`config.mk`:
```
export PLATFORM = sky130hd
export DESIGN_NAME = eeprom_req_arbiter_flat
export DESIGN_NICKNAME = d
export VERILOG_FILES = /design/src/rtl/eeprom_req_arbiter_if.sv /design/src/rtl/eeprom_req_arbiter.sv /design/src/flat_wrapper.sv
export SDC_FILE = /design/constraint.sdc
export NUM_CORES = 1
export LEC_CHECK = 0
export CAP_MARGIN = 10
export CORE_ASPECT_RATIO = 0.7
export CORE_MARGIN = 4
export CORE_UTILIZATION = 38
export DETAILED_ROUTE_END_ITERATION = 6
export MAX_ROUTING_LAYER = met4
export PLACE_DENSITY = 0.75
export SLEW_MARGIN = 15
export SYNTH_ARGS = -nofsm -noshare
export SYNTH_HDL_FRONTEND = slang
export SYNTH_SLANG_ARGS = --single-unit
```
`constraint.sdc`:
```
create_clock -name clk -period 1.4 [get_ports clk]
set_input_delay 0.14 -clock clk [delete_from_list [all_inputs] [get_ports clk]]
set_output_delay 0.14 -clock clk [all_outputs]
set_load 0.05 [all_outputs]
```
`src/rtl/eeprom_req_arbiter_if.sv`:
```
// Bundle of requester-side and EEPROM-controller-side signals for eeprom_req_arbiter.
// slave = the arbiter's view; master = the hosts and EEPROM controller around it.
interface eeprom_req_arbiter_if #(
    parameter int ADDR_W = 11,
    parameter int DATA_W = 8
);
    logic              req0;
    logic              wr0;
    logic [ADDR_W-1:0] addr0;
    logic [DATA_W-1:0] wdata0;
    logic              done0;
    logic [DATA_W-1:0] rdata0;

    logic              req1;
    logic              wr1;
    logic [ADDR_W-1:0] addr1;
    logic [DATA_W-1:0] wdata1;
    logic              done1;
    logic [DATA_W-1:0] rdata1;

    logic              ee_rd;
    logic              ee_wr;
    logic [ADDR_W-1:0] ee_addr;
    logic [DATA_W-1:0] ee_data_o;
    logic              ee_data_oe;
    logic [DATA_W-1:0] ee_data_i;
    logic              ee_ack;
    logic              busy;
    logic              err;

    modport slave (
        input  req0, wr0, addr0, wdata0, req1, wr1, addr1, wdata1, ee_data_i, ee_ack,
        output done0, rdata0, done1, rdata1, ee_rd, ee_wr, ee_addr, ee_data_o, ee_data_oe,
               busy, err
    );

    modport master (
        output req0, wr0, addr0, wdata0, req1, wr1, addr1, wdata1, ee_data_i, ee_ack,
        input  done0, rdata0, done1, rdata1, ee_rd, ee_wr, ee_addr, ee_data_o, ee_data_oe,
               busy, err
    );
endinterface

```
`src/rtl/eeprom_req_arbiter.sv`:
```
// Two-requester round-robin arbiter/sequencer in front of the EEPROM controller command port.
// Optional WAIT_ACK watchdog enabled by defining ARB_TIMEOUT_EN.
module eeprom_req_arbiter #(
    parameter int ADDR_W         = 11,
    parameter int DATA_W         = 8,
    parameter int GAP_CYCLES     = 4,
    parameter int TIMEOUT_CYCLES = 4096
) (
    input  logic                   clk,
    input  logic                   reset,
    eeprom_req_arbiter_if.slave    bus
);
    typedef enum logic [2:0] {IDLE, ISSUE, WAIT_ACK, COMPLETE, GAP} state_t;

    localparam logic [7:0] GAP_LAST = (GAP_CYCLES > 0) ? 8'(GAP_CYCLES - 1) : 8'd0;

    // Out-of-range configuration leaves an empty marker block in the elaborated hierarchy.
    if (GAP_CYCLES < 0 || GAP_CYCLES > 255 || TIMEOUT_CYCLES < 1) begin : g_param_out_of_range
    end

    state_t            state;
    state_t            state_nxt;
    logic              last_grant;
    logic              take;
    logic              pick;
    logic              op_wr;
    logic [ADDR_W-1:0] op_addr;
    logic [DATA_W-1:0] op_wdata;
    logic              ack_q;
    logic              ack_rise;
    logic              ack_pend;
    logic              ack_seen;
    logic [7:0]        gap_cnt;
    logic              timeout;
    logic              drive_bus;

    assign ack_rise = bus.ee_ack & ~ack_q;
    // An edge seen during ISSUE is carried into the first WAIT_ACK cycle.
    assign ack_seen = ack_rise | ack_pend;

    always_comb begin
        state_nxt = state;
        take      = 1'b0;
        pick      = last_grant;
        case (state)
            IDLE: begin
                if (bus.req0 || bus.req1) begin
                    take      = 1'b1;
                    pick      = (bus.req0 && bus.req1) ? ~last_grant : bus.req1;
                    state_nxt = ISSUE;
                end
            end
            ISSUE:    state_nxt = WAIT_ACK;
            WAIT_ACK: if (ack_seen || timeout) state_nxt = COMPLETE;
            COMPLETE: state_nxt = (GAP_CYCLES == 0) ? IDLE : GAP;
            GAP:      if (gap_cnt == GAP_LAST) state_nxt = IDLE;
            default:  state_nxt = IDLE;
        endcase
    end

    always_ff @(posedge clk) begin
        if (reset) begin
            state      <= IDLE;
            last_grant <= 1'b1;
            ack_q      <= 1'b0;
            ack_pend   <= 1'b0;
            gap_cnt    <= '0;
            op_wr      <= 1'b0;
            op_addr    <= '0;
            op_wdata   <= '0;
            bus.rdata0 <= '0;
            bus.rdata1 <= '0;
        end else begin
            state    <= state_nxt;
            ack_q    <= bus.ee_ack;
            ack_pend <= (state == ISSUE) && ack_rise;
            gap_cnt  <= (state == GAP) ? gap_cnt + 8'd1 : '0;
            if (take) begin
                last_grant <= pick;
                op_wr      <= pick ? bus.wr1    : bus.wr0;
                op_addr    <= pick ? bus.addr1  : bus.addr0;
                op_wdata   <= pick ? bus.wdata1 : bus.wdata0;
            end
            if (state == WAIT_ACK && ack_seen && !op_wr) begin
                if (last_grant) bus.rdata1 <= bus.ee_data_i;
                else            bus.rdata0 <= bus.ee_data_i;
            end
        end
    end

    // last_grant always names the requester that owns the operation in flight.
    assign drive_bus      = (state == ISSUE) || (state == WAIT_ACK);
    assign bus.ee_wr      = (state == ISSUE) &&  op_wr;
    assign bus.ee_rd      = (state == ISSUE) && !op_wr;
    assign bus.ee_addr    = drive_bus ? op_addr : '0;
    assign bus.ee_data_oe = drive_bus && op_wr;
    assign bus.ee_data_o  = bus.ee_data_oe ? op_wdata : '0;
    assign bus.done0      = (state == COMPLETE) && !last_grant;
    assign bus.done1      = (state == COMPLETE) &&  last_grant;
    assign bus.busy       = (state != IDLE);

`ifdef ARB_TIMEOUT_EN
    localparam int TO_W = $clog2(TIMEOUT_CYCLES + 1);
    localparam logic [TO_W-1:0] TO_LAST = TO_W'(TIMEOUT_CYCLES - 1);

    logic [TO_W-1:0] to_cnt;
    logic            to_flag;

    assign timeout = (state == WAIT_ACK) && (to_cnt == TO_LAST);

    always_ff @(posedge clk) begin
        if (reset) begin
            to_cnt  <= '0;
            to_flag <= 1'b0;
        end else begin
            to_cnt <= (state == WAIT_ACK) ? to_cnt + 1'b1 : '0;
            // A real ack in the same cycle as expiry wins over the timeout.
            if (state == WAIT_ACK) to_flag <= timeout && !ack_seen;
        end
    end

    assign bus.err = (state == COMPLETE) && to_flag;
`else
    assign timeout = 1'b0;
    assign bus.err = 1'b0;
`endif
endmodule

```
`src/flat_wrapper.sv`:
```
// flat-port wrapper written by rule: the top's interface ports become plain ports
module eeprom_req_arbiter_flat 
#(
    parameter int ADDR_W         = 11,
    parameter int DATA_W         = 8,
    parameter int GAP_CYCLES     = 4,
    parameter int TIMEOUT_CYCLES = 4096
)
  (clk, reset, bus_req0, bus_wr0, bus_addr0, bus_wdata0, bus_req1, bus_wr1, bus_addr1, bus_wdata1, bus_ee_data_i, bus_ee_ack, bus_done0, bus_rdata0, bus_done1, bus_rdata1, bus_ee_rd, bus_ee_wr, bus_ee_addr, bus_ee_data_o, bus_ee_data_oe, bus_busy, bus_err);
  eeprom_req_arbiter_if #(.ADDR_W(ADDR_W), .DATA_W(DATA_W)) bus_i ();
  input  logic clk;
  input  logic reset;
  input wire logic [$bits(bus_i.req0)-1:0] bus_req0;
  input wire logic [$bits(bus_i.wr0)-1:0] bus_wr0;
  input wire logic [$bits(bus_i.addr0)-1:0] bus_addr0;
  input wire logic [$bits(bus_i.wdata0)-1:0] bus_wdata0;
  input wire logic [$bits(bus_i.req1)-1:0] bus_req1;
  input wire logic [$bits(bus_i.wr1)-1:0] bus_wr1;
  input wire logic [$bits(bus_i.addr1)-1:0] bus_addr1;
  input wire logic [$bits(bus_i.wdata1)-1:0] bus_wdata1;
  input wire logic [$bits(bus_i.ee_data_i)-1:0] bus_ee_data_i;
  input wire logic [$bits(bus_i.ee_ack)-1:0] bus_ee_ack;
  output wire logic [$bits(bus_i.done0)-1:0] bus_done0;
  output wire logic [$bits(bus_i.rdata0)-1:0] bus_rdata0;
  output wire logic [$bits(bus_i.done1)-1:0] bus_done1;
  output wire logic [$bits(bus_i.rdata1)-1:0] bus_rdata1;
  output wire logic [$bits(bus_i.ee_rd)-1:0] bus_ee_rd;
  output wire logic [$bits(bus_i.ee_wr)-1:0] bus_ee_wr;
  output wire logic [$bits(bus_i.ee_addr)-1:0] bus_ee_addr;
  output wire logic [$bits(bus_i.ee_data_o)-1:0] bus_ee_data_o;
  output wire logic [$bits(bus_i.ee_data_oe)-1:0] bus_ee_data_oe;
  output wire logic [$bits(bus_i.busy)-1:0] bus_busy;
  output wire logic [$bits(bus_i.err)-1:0] bus_err;
  assign bus_i.req0 = bus_req0;
  assign bus_i.wr0 = bus_wr0;
  assign bus_i.addr0 = bus_addr0;
  assign bus_i.wdata0 = bus_wdata0;
  assign bus_i.req1 = bus_req1;
  assign bus_i.wr1 = bus_wr1;
  assign bus_i.addr1 = bus_addr1;
  assign bus_i.wdata1 = bus_wdata1;
  assign bus_i.ee_data_i = bus_ee_data_i;
  assign bus_i.ee_ack = bus_ee_ack;
  assign bus_done0 = bus_i.done0;
  assign bus_rdata0 = bus_i.rdata0;
  assign bus_done1 = bus_i.done1;
  assign bus_rdata1 = bus_i.rdata1;
  assign bus_ee_rd = bus_i.ee_rd;
  assign bus_ee_wr = bus_i.ee_wr;
  assign bus_ee_addr = bus_i.ee_addr;
  assign bus_ee_data_o = bus_i.ee_data_o;
  assign bus_ee_data_oe = bus_i.ee_data_oe;
  assign bus_busy = bus_i.busy;
  assign bus_err = bus_i.err;
  eeprom_req_arbiter #(.ADDR_W(ADDR_W), .DATA_W(DATA_W), .GAP_CYCLES(GAP_CYCLES), .TIMEOUT_CYCLES(TIMEOUT_CYCLES)) u_core (.clk(clk), .reset(reset), .bus(bus_i));
endmodule
```
# ---- Word-level counts from Yosys, hierarchy flattened
# Cells that the tools add are included.
dict set report word_totals {
  regBits 50
  output_inout_bits 42
  in_bits 53
}
dict set report op_classes {
  bitwise 5
  add_sub_neg 1
  n_reduce_logical 19
  n_mux 14
  eq_ne 8
}
# cell count
set ops {}
lappend ops {{2-to-1 mux 11 bit} 2}
lappend ops {{2-to-1 mux 8 bit} 2}
lappend ops {{case mux 3 bit (5 select lines)} 1}
lappend ops {{logical AND 1 bit} 9}
lappend ops {{2-to-1 mux 3 bit} 3}
lappend ops {{adder 8 x 1 -> 8 bit (second input constant)} 1}
lappend ops {{== test 8 x 2 -> 1 bit (second input constant)} 1}
lappend ops {{== test 3 x 2 -> 1 bit (second input constant)} 2}
lappend ops {{2-to-1 mux 1 bit} 6}
lappend ops {{!= test 2 x 1 -> 1 bit (second input constant)} 3}
lappend ops {{AND reduction 2 bit} 2}
lappend ops {{== test 3 x 1 -> 1 bit (second input constant)} 1}
lappend ops {{== test 3 bit (second input constant)} 1}
lappend ops {{zero test 3 bit} 1}
lappend ops {{inverter 1 bit} 3}
lappend ops {{AND reduction 3 bit} 1}
lappend ops {{nonzero test 3 bit} 1}
lappend ops {{zero test 1 bit} 2}
lappend ops {{logical OR 1 bit} 2}
lappend ops {{OR reduction 2 bit} 1}
lappend ops {{bitwise AND 1 bit} 1}
lappend ops {{OR 1 bit} 1}

# ---- Longest topological paths before layout
# Gate-level depths: netlist of the first run.
dict set report logic_depth {
  word_depth 6
  ltp_mapped 6
}

# ---- Worst setup path before layout of the first run
# OpenSTA, ideal clock, no wires.
dict set report synth_path {
  kind {reg-to-output}
  startpoint {register u_core.state[1]}
  endpoint {output bus_ee_data_o[0]}
  stages_incl_launch_ff 5
  required_ps 1260
  slack_ps -1200
  arrival_time_ps 2460
  path_cell_list {dfxtp_1 > buf_4 > xnor2_1 > nor3_1 > and2_1}
}
dict set report synth_via {
  elab_chain_len 4
}
# element line_no
set synth_lines {}
lappend synth_lines {{from (decl)} eeprom_req_arbiter.sv:21} ;# state_t state;
lappend synth_lines {{from (signal assigned)} eeprom_req_arbiter.sv:74} ;# state <= state_nxt;
lappend synth_lines {{== test 3 x 1 -> 1 bit or == test 3 x 2 -> 1 bit (tied branches)} eeprom_req_arbiter.sv:92} ;# assign drive_bus = (state == ISSUE) || (state == WAIT_ACK);
lappend synth_lines {{logical OR 1 bit *} eeprom_req_arbiter.sv:92}
lappend synth_lines {{logical AND 1 bit *} eeprom_req_arbiter.sv:96} ;# assign bus.ee_data_oe = drive_bus && op_wr;
lappend synth_lines {{named net bus_ee_data_oe} flat_wrapper.sv:31} ;# output wire logic [$bits(bus_i.ee_data_oe)-1:0] bus_ee_data_oe;
lappend synth_lines {{2-to-1 mux 8 bit *} eeprom_req_arbiter.sv:97} ;# assign bus.ee_data_o = bus.ee_data_oe ? op_wdata : '0;
lappend synth_lines {{to (decl)} flat_wrapper.sv:30} ;# output wire logic [$bits(bus_i.ee_data_o)-1:0] bus_ee_data_o;
# The timed path passes the listed nets; every way through them passes the cells marked *.

# ---- Final worst setup path of the first run
dict set report layout_path {
  startpoint {register u_core.state[1]}
  endpoint {register u_core.op_addr[4]}
}
dict set report layout_via {
  elab_chain_len 3
}
# element line_no
set layout_lines {}
lappend layout_lines {{zero test 3 bit *} eeprom_req_arbiter.sv:45} ;# case (state)
lappend layout_lines {{2-to-1 mux 1 bit} eeprom_req_arbiter.sv:45}
lappend layout_lines {{2-to-1 mux 11 bit} eeprom_req_arbiter.sv:81} ;# op_addr <= pick ? bus.addr1 : bus.addr0;
lappend layout_lines {{to (signal assigned)} eeprom_req_arbiter.sv:81}
lappend layout_lines {{to (decl)} eeprom_req_arbiter.sv:27} ;# logic [ADDR_W-1:0] op_addr;
# Mark *: on every way between the ends. The rest lies on a longest branch, timed or not.
# A chain may end at the register's enable or synchronous reset.

==> metrics.md, run 1 <==
| Metric | Value |
|---|---|
| Status | complete, but fails checks |
| Failing checks | negative setup slack |
| 1st-iter DRT viols | 112 |
| Hold Vio Cnt, Final | 0 |
| Final WL | 8.60 mm |
| Clk Tree Root Cell | clkbuf_8 |
| Core Footprint | 5760 µm² |
| Share of post-route cells with drive strength above 1 | 0.429 |
| Met1 GRT Util | 0.262 |
| Via/cell ratio | 5.16 |
| Hpwl dp | 4.80 mm |
| RSZ-0062 raised after global routing | yes |
| N_diodes | 0 |
| CP peak stage delay | 0.43 ns |
| Die width | 100 µm |
| Achievable frequency | 0.540 GHz |
| Synthesized instance count | 259 |
| Largest net degree at the start of global routing | 31 |
| Quantity of I/O buffers inserted on ports | 93 |
| Net Count, Synth | 313 |
| Worst Setup Start Kind | flip-flop |
| Slowest CP cell | or3_4 |
| M2 GR Usage | 0.331 |
| Post-synthesis sequential area ratio | 0.442 |
| Post-Syn Area | 2260 µm² |
| Fin worst setup slack | -0.452 ns |
| First-pass GRT wire length | 11.8 mm |
| Max IR drop VDD | 0.743 mV |
| CTS Sinks | 50 |
| Layout Nets | 454 |
| GR Util All Layers | 0.212 |
| Setup crit end kind | flip-flop |
| CTS tree | built |
| Final Max Tran Viols | 0 |
| Vias in the first global route | 2,387 |
| Final core utilization | 0.765 |
| GR Overflow Total | 0 |
| H-Tree Depth | 2 |
| Power per cell area | 1350 nW/µm² |
| Die ar. | 7270 µm² |
| Die Height | 72.6 µm |
| Met3 usage | 0.0745 |
| Layout area overhead | 94.6% |
| Initial core utilization | 0.393 |
| Syn avg cell area | 8.74 µm² |
| Worst Hold Class | in2reg |
| Via count | 2,456 |
| CTS Hold Bufs | 0 |
| Drt wl/cell | 18.1 µm |
| Flop2flop setup slack | -0.45 ns |
| Worst path required time | 1.60 ns |
| Max_cap viols | 0 |
| Period Utilization, post-route | 1.32 |
| Longest Clk Path Bufs | 2 |
| Post-synthesis register bit count | 50 |
| Synth cell types | 36 |
| I/O pin cnt | 95 |
| GRT busiest layer | met2 |
| Setup violators final | 62 |
| Worst-Skew Late Latency | 0.31 ns |
| Reg clk slew, reported paths | 0.10 ns |
| Post-route ant nets | 0 |
| Static leakage | 1.92 nW |
| # DRC | 0 |
| FP Rows | 23 |
| RD Place Congestion | 0.832 |
| Final Skew | 0.0147 ns |
| Clock period minus worst slack | 1.85 ns |
| Crit path kind | reg2reg |
| Worst-path fanout max | 13 |
| First drt pass iteration count | 4 |
| Worst-path cell chain | buf_4, or3_4, buf_6, nor2_4, buf_12, nor2_1, a311oi_1 |
| Syn. warnings | 0 |
| CTS Buf Count | 5 |
| Overall power | 5.96 mW |
| Initial antenna violation count | 0 |
| Layout fillers | 372 |
| Critical Path AT | 2.06 ns |
[synthesized netlist by cell type]
library cell	count	area, µm²
buf_6	3	33.8
nor2b_1	2	12.5
nand2_1	41	154
inv_1	3	11.3
and2_1	19	119
buf_2	4	20.0
xor2_1	5	43.8
o211ai_2	2	25.0
o22a_1	1	8.76
nand3b_1	2	15.0
ha_1	1	12.5
or2_2	1	6.26
a311oi_2	1	15.0
nor4b_4	1	23.8
nor4_1	1	6.26
a2111oi_0	1	8.76
or3_4	1	11.3
conb_1	1	3.75
o22ai_4	1	20.0
a311oi_1	19	166
dfxtp_1	50	1000
nor3b_1	1	7.51
nor4b_2	1	15.0
nor3_1	2	10.0
nor2_1	52	195
nand2b_1	1	6.26
o21ai_0	1	5.00
nand3_1	7	35.0
buf_4	4	30.0
nor2_4	1	11.3
a21oi_1	1	5.00
mux2i_1	16	160
clkbuf_1	7	26.3
xnor2_1	2	17.5
or3b_2	1	8.76
and3_1	2	12.5
[flip-flops by register name, summed over array words and instances (netlist names)]
signal	count
u_core.op_addr	11
u_core.bus.rdata0	8
u_core.bus.rdata1	8
u_core.gap_cnt	8
u_core.op_wdata	8
u_core.state	3
u_core.ack_pend	1
u_core.ack_q	1
u_core.last_grant	1
u_core.op_wr	1
[cell type report]
| class | count | area [µm²] | area share |
|---|---|---|---|
| sequential | 50 | 1000 | 0.228 |
| tap | 75 | 93.8 | 0.0213 |
| multi-input combinational | 189 | 1390 | 0.316 |
| inverter | 3 | 11.3 | 0.00256 |
| clock buffer | 6 | 82.6 | 0.0187 |
| clock inverter | 2 | 12.5 | 0.00284 |
| timing repair buffer | 151 | 1810 | 0.411 |
[worst paths after layout]
check                  start                 to  cells after the start
min             bus_addr1[6]  u_core.op_addr[6]                      3
min reg2reg     u_core.ack_q    u_core.ack_pend                      1
max reg2reg  u_core.state[1]  u_core.op_addr[4]                      7
max          u_core.state[1]  u_core.op_addr[4]                      7
[what timing repair did]
action / 4_1_cts / 5_1_grt
gates cloned: 3 / 6
setup buffers: 11 / 12
gates resized for setup: 39 / 32
pin swaps: 20 / 23
endpoints found under the hold margin: 0 / 0
setup endpoints to repair: 63 / 71
[cells in the final DEF (no fill, tap or decap), types with 3 or more instances in the layout]
master and count:
a311oi_1 12, a311oi_2 8, and2_2 5, and2_4 14, buf_12 29, buf_4 43
buf_6 20, clkbuf_16 3, clkbuf_8 6, clkdlybuf4s50_1 52, dfxtp_1 47, dfxtp_2 3
inv_1 3, mux2i_1 16, nand2_1 28, nand2_2 11, nand3_1 7, nor2_1 46
nor2_2 3, nor2_4 5, xor2_1 5
[metal layers]
metal	wire (µm)	vias up
met3	732	14
met1	3680	1172
met5	0	-
li1	-	1158
met2	4040	112
met4	148	0
[where the power goes]
part	switching [mW]	total [mW]	internal, mW	leakage [nW]
Clock	0.484	0.882	0.398	0.0472
Combinational	1.59	3.34	1.75	1.46
Sequential	0.130	1.74	1.61	0.410
[metrics by stage]
| step | worst slack (ns) | hold slack (ns) | instances | setup TNS (ns) | cell area, µm² |
|---|---|---|---|---|---|
| 2_1_floorplan | -0.292 | 0.284 | 259 | -6.59 | 2360 |
| 3_3_place_gp | -0.307 | 0.405 | 440 | -9.93 | 3740 |
| 3_5_place_dp | -0.358 | 0.410 | 440 | -12.93 | 3740 |
| 4_1_cts | -0.416 | 0.390 | 462 | -15.95 | 4150 |
| 5_1_grt | -0.542 | 0.413 | 476 | -22.08 | 4410 |
| 6_report | -0.452 | 0.407 | 476 | -18.40 | 4410 |
[critical path, delay by kind of cell, from the launching register on]
family | cells | cell delay [ns]
DFF | 1 | 0.35
buffers and inverters | 3 | 0.46
AOI/OAI and AO/OA | 1 | 0.27
and+or+nand+nor | 3 | 0.67
[logic make-up (layout without fill, tap and decap cells)]
group | count (synthesis) | after routing | share of synthesized area
buf+inv | 21 | 162 | 0.0536
xor+xnor | 7 | 7 | 0.0271
simple gates | 136 | 137 | 0.287
flops | 50 | 50 | 0.442
other cells | 1 | 1 | 0.00166
mux | 16 | 16 | 0.0708
compound gates | 27 | 27 | 0.112
fa+ha+maj | 1 | 1 | 0.00553
Note: power is estimated with default switching activity, not from simulation.
==> inputs of run 2 (changes only) <==
RECOVER_POWER = 100   (was unset)
REMOVE_ABC_BUFFERS = 1   (was unset)
SKIP_LAST_GASP = 1   (was unset)
==> metrics.md, run 2 (same netlist as run 1, synthesis figures left out) <==
| Metric | Value |
|---|---|
| Status | complete, but fails checks |
| Failing checks | negative setup slack |
| Setup violators final | 62 |
| # DRC | 0 |
| Setup crit end kind | output port |
| Via count | 2,241 |
| Layout area overhead | 78.3% |
| Critical Path AT | 1.60 ns |
| Max IR drop VDD | 0.670 mV |
| Worst hold stages | 3 |
| Worst Hold Class | in2reg |
| Initial antenna violation count | 0 |
| FP Rows | 23 |
| Worst-path fanout max | 5 |
| RSZ-0062 raised after global routing | yes |
| GR Util All Layers | 0.191 |
| Power per cell area | 1330 nW/µm² |
| Critical hold path startpoint | bus_wr1 |
| Rel. slew slack | 0.570 |
| RD Place Congestion | 0.872 |
| Worst-Skew Late Latency | 0.30 ns |
| Hold WS | 0.404 ns |
| Flop2flop setup slack | -0.33 ns |
| Final WL | 6.61 mm |
| RR Startpoint | u_core.state[1] |
| Met3 usage | 0.0506 |
| Drt wl/cell | 14.5 µm |
| Die ar. | 7270 µm² |
| Max reg flops | 11 |
| Via/cell ratio | 4.91 |
| First drt pass iteration count | 4 |
| Share of post-route cells with drive strength above 1 | 0.341 |
| CTS Sinks | 50 |
| CTS Hold Bufs | 0 |
| Die Height | 72.6 µm |
| Hold Vio Cnt, Final | 0 |
| Period Utilization, post-route | 1.24 |
| Total negative slack | -16.12 ns |
| Static leakage | 1.75 nW |
| Fin worst setup slack | -0.342 ns |
| Quantity of I/O buffers inserted on ports | 93 |
| Hpwl dp | 4.50 mm |
| FF-to-FF End | u_core.op_addr[9] |
| Top reg by flops | u_core.op_addr |
| CTS Buf Count | 5 |
| Worst path required time | 1.26 ns |
| Final Skew | 0.00939 ns |
| Final Max Tran Viols | 0 |
| Clock period minus worst slack | 1.74 ns |
| Vias in the first global route | 2,197 |
| H-Tree Depth | 2 |
| Clk Tree Root Cell | clkbuf_8 |
| Die width | 100 µm |
| GRT busiest layer | met2 |
| Worst Hold Path EP | u_core.op_wr |
| Worst Setup Start Kind | flip-flop |
| Reg clk slew, reported paths | 0.10 ns |
| Dpl ws | -0.295 ns |
| First-pass GRT wire length | 10.7 mm |
| Tightest Pin Transition | 0.646 ns |
| GR Overflow Total | 0 |
| N_diodes | 0 |
| Core Footprint | 5760 µm² |
| Commonest cells after routing, fill and taps aside | 51 x clkdlybuf4s50_1, 47 x nor2_1, 47 x dfxtp_1, 41 x nand2_1, 33 x buf_12 |
| Worst r2r path cells | 7 |
| Max_cap viols | 0 |
| Layout Nets | 434 |
| Achievable frequency | 0.574 GHz |
| Largest net degree at the start of global routing | 22 |
| Met1 GRT Util | 0.259 |
| Initial core utilization | 0.393 |
| Layout fillers | 439 |
| Most common cell after layout, fill and taps aside | clkdlybuf4s50_1 |
| Crit path kind | reg2out |
| Post-route ant nets | 0 |
| M2 GR Usage | 0.287 |
| Longest Clk Path Bufs | 2 |
| CTS tree | built |
| 1st-iter DRT viols | 66 |
| I/O pin cnt | 95 |
[run 2: cell types whose count changed in the layout (fill, tap and decap cells not counted), moves of 3 or more]
cell / before / now
buf_6: 20 / 8
and2_4: 14 / 19
buf_4: 43 / 20
clkbuf_2: 0 / 16
clkbuf_16: 3 / 0
buf_12: 29 / 33
dfxtp_4: 0 / 3
nand2_1: 28 / 41
nand2_2: 11 / 0
dfxtp_2: 3 / 0
a311oi_2: 8 / 4
a311oi_1: 12 / 16
and2_2: 5 / 0
[run 2: what timing repair did]
action	in CTS	in global routing
endpoints found under the setup margin	62	65
cloned	3	0
resized for setup	43	12
pin swaps	26	20
setup buffers	11	2
[run 2: critical path, stage by stage, from the launching register on]
cell and delay [ns]:
dfxtp_4 0.39, xnor2_4 0.13, buf_6 0.12, nor3_4 0.21
buf_6 0.15, and2_4 0.15, buf_12 0.13
[run 2: layout make-up]
cell class,instances,area [µm²],area share
tap,75,93.8,0.0232
sequential,50,1010,0.251
multi-input combinational,189,1290,0.320
clock inverter,3,25.0,0.00620
timing repair buffer,131,1530,0.380
inverter,3,11.3,0.00279
clock buffer,5,68.8,0.0170
[run 2: report_power, final]
| part | leakage [nW] | total [mW] | internal (mW) | switching (mW) |
|---|---|---|---|---|
| clock | 0.0447 | 0.859 | 0.361 | 0.498 |
| combinational | 1.29 | 2.74 | 1.42 | 1.32 |
| sequential | 0.411 | 1.76 | 1.61 | 0.145 |
[run 2: metrics by stage]
stage	power, mW	instances	cell area, µm²	utilization
after floorplan	2.81	241	2150	-
after global placement	3.93	432	3640	0.632
after detailed placement	3.96	432	3640	0.632
after CTS	5.26	454	4020	0.699
after global routing	5.63	456	4040	0.701
final	5.35	456	4040	0.701
[run 2: worst max path at each step]
stage,from,end,slack [ns]
detailed placement,bus_req1,u_core.op_addr[6],-0.29
global placement,bus_req1,u_core.op_addr[7],-0.25
CTS,u_core.state[1],bus_ee_data_o[6],-0.36
global route,u_core.state[1],bus_ee_data_o[1],-0.43
floorplan,u_core.state[0],bus_ee_data_o[0],-1.24
finish,u_core.state[0],bus_ee_data_o[4],-0.34
[run 2: per-layer routing]
metal,routed length [µm],vias up
met4,67,0
met1,3080,1025
met5,0,-
li1,-,1119
met3,537,6
met2,2930,91
==> inputs of run 3 (changes only) <==
CTS_BUF_LIST = sky130_fd_sc_hd__clkbuf_16   (was unset)
==> metrics.md, run 3 (same netlist as run 1, synthesis figures left out) <==
| Metric | Value |
|---|---|
| Die Height | 72.6 µm |
| RSZ-0062 raised after global routing | yes |
| Crit path kind | reg2reg |
| First drt pass iteration count | 4 |
| GR Overflow Total | 0 |
| Final instance area | 4210 µm² |
| CTS Hold Bufs | 0 |
| FF-to-FF End | u_core.op_addr[0] |
| Quantity of I/O buffers inserted on ports | 93 |
| Worst-path fanout max | 7 |
| Logic pwr share | 0.493 |
| CTS Sinks | 50 |
| Longest Clk Path Bufs | 2 |
| Period Utilization, post-route | 1.30 |
| Clock period minus worst slack | 1.82 ns |
| Hpwl dp | 4.50 mm |
| Drt wl/cell | 15.9 µm |
| Final core utilization | 0.731 |
| Critical hold path startpoint | bus_wdata1[3] |
| Tightest Pin Transition | 0.753 ns |
| Status | complete, but fails checks |
| Final Max Tran Viols | 0 |
| Final WL | 7.27 mm |
| # DRC | 0 |
| Static leakage | 1.81 nW |
| Final non-filler cell total | 457 |
| Worst-Skew Late Latency | 0.29 ns |
| Max_cap viols | 0 |
| Setup violators final | 63 |
| H-Tree Depth | 2 |
| Via count | 2,303 |
| Most common cell after layout, fill and taps aside | clkdlybuf4s50_1 |
| Final Skew | 0.00644 ns |
| Critical Path AT | 2.01 ns |
| N_diodes | 0 |
| CTS Buf Count | 5 |
| Hold Vio Cnt, Final | 0 |
| Worst Setup Start Kind | flip-flop |
| Clock network power share | 0.206 |
| Share of post-route cells with drive strength above 1 | 0.385 |
| Commonest cells after routing, fill and taps aside | 51 x clkdlybuf4s50_1, 47 x nor2_1, 47 x dfxtp_1, 32 x nand2_1, 32 x buf_12 |
| Clk Tree Root Cell | clkbuf_16 |
| Largest net degree at the start of global routing | 22 |
| First-pass GRT wire length | 10.8 mm |
| Dpl ws | -0.295 ns |
| Seq pwr share | 0.301 |
| Achievable frequency | 0.549 GHz |
| Layout area overhead | 85.8% |
| Switching power | 2.12 mW |
| Top reg by flops | u_core.op_addr |
| Core Footprint | 5760 µm² |
| RR Startpoint | u_core.state[0] |
| Placed Area | 3640 µm² |
| Die width | 100 µm |
| Placed Cells | 432 |
| 1st-iter DRT viols | 106 |
| Max reg flops | 11 |
| Post-route ant nets | 0 |
| Worst Hold Class | in2reg |
| Layout Nets | 435 |
| Sw Ratio | 0.362 |
| Worst path required time | 1.59 ns |
| Failing checks | negative setup slack |
| Reg clk slew, reported paths | 0.07 ns |
| Via/cell ratio | 5.04 |
| Worst Hold Path EP | u_core.op_wdata[3] |
| Vias in the first global route | 2,236 |
| RD Place Congestion | 0.872 |
| Die ar. | 7270 µm² |
| Worst r2r path cells | 6 |
| Internal | 3.74 mW |
| FP Rows | 23 |
| Total negative slack | -15.69 ns |
| Power per cell area | 1390 nW/µm² |
| Setup crit end kind | flip-flop |
| Worst hold stages | 3 |
| I/O pin cnt | 95 |
| Rel. slew slack | 0.498 |
| Flop2flop setup slack | -0.42 ns |
| Max IR drop VDD | 0.714 mV |
| Fin worst setup slack | -0.421 ns |
| Initial core utilization | 0.393 |
| Initial antenna violation count | 0 |
| Hold WS | 0.430 ns |
| CTS tree | built |
| GR Util All Layers | 0.191 |
| Overall power | 5.86 mW |
-- run 3: cell count changes in the layout (fill, tap and decap cells not counted), sizes merged --
cell | before | now
clkbuf | 22 | 23
-- run 3: worst max-delay path by stage --
stage                    start                end  slack (ns)  depth (start not counted)
6_report       u_core.state[0]  u_core.op_addr[0]       -0.42                          6
5_1_grt        u_core.state[0]  u_core.op_addr[0]       -0.49                          6
4_1_cts        u_core.state[1]   bus_ee_data_o[6]       -0.34                          6
3_5_place_dp          bus_req1  u_core.op_addr[6]       -0.29                          6
3_3_place_gp          bus_req1  u_core.op_addr[7]       -0.25                          6
2_1_floorplan  u_core.state[0]   bus_ee_data_o[0]       -1.24                          3
-- run 3: final cells by class --
cell class,count,area [µm²]
tap,75,93.8
inverter,3,11.3
timing repair buffer,132,1530
clock buffer,5,125
multi-input combinational,189,1410
fill,400,1550
clock inverter,3,25.0
sequential,50,1010
-- run 3: routing by layer --
metal	track usage	wire (µm)
met5	-	0
met2	0.284	3370
met3	0.0487	593
met4	0.0493	102
met1	0.261	3200
-- run 3: power groups by stage --
stage,Sequential (mW),Combinational [mW],Clock [mW]
2_1_floorplan,1.78,1.03,0
3_3_place_gp,1.76,2.17,0
3_5_place_dp,1.76,2.20,0
4_1_cts,1.75,2.50,1.23
5_1_grt,1.79,3.05,1.28
6_report,1.77,2.89,1.20
-- run 3: timing repair --
action	in CTS	in global routing
gates resized for setup	40	40
buffers inserted	9	6
endpoints found under the setup margin	63	67
pin swaps	14	41
cloned	2	1
-- run 3: worst max-delay path, stage by stage (launching register included) --
cell and delay [ns]:
dfxtp_4 0.38, buf_6 0.14, or3_4 0.41, o22ai_4 0.26, clkbuf_16 0.24, nand2_4 0.05
a311oi_2 0.24
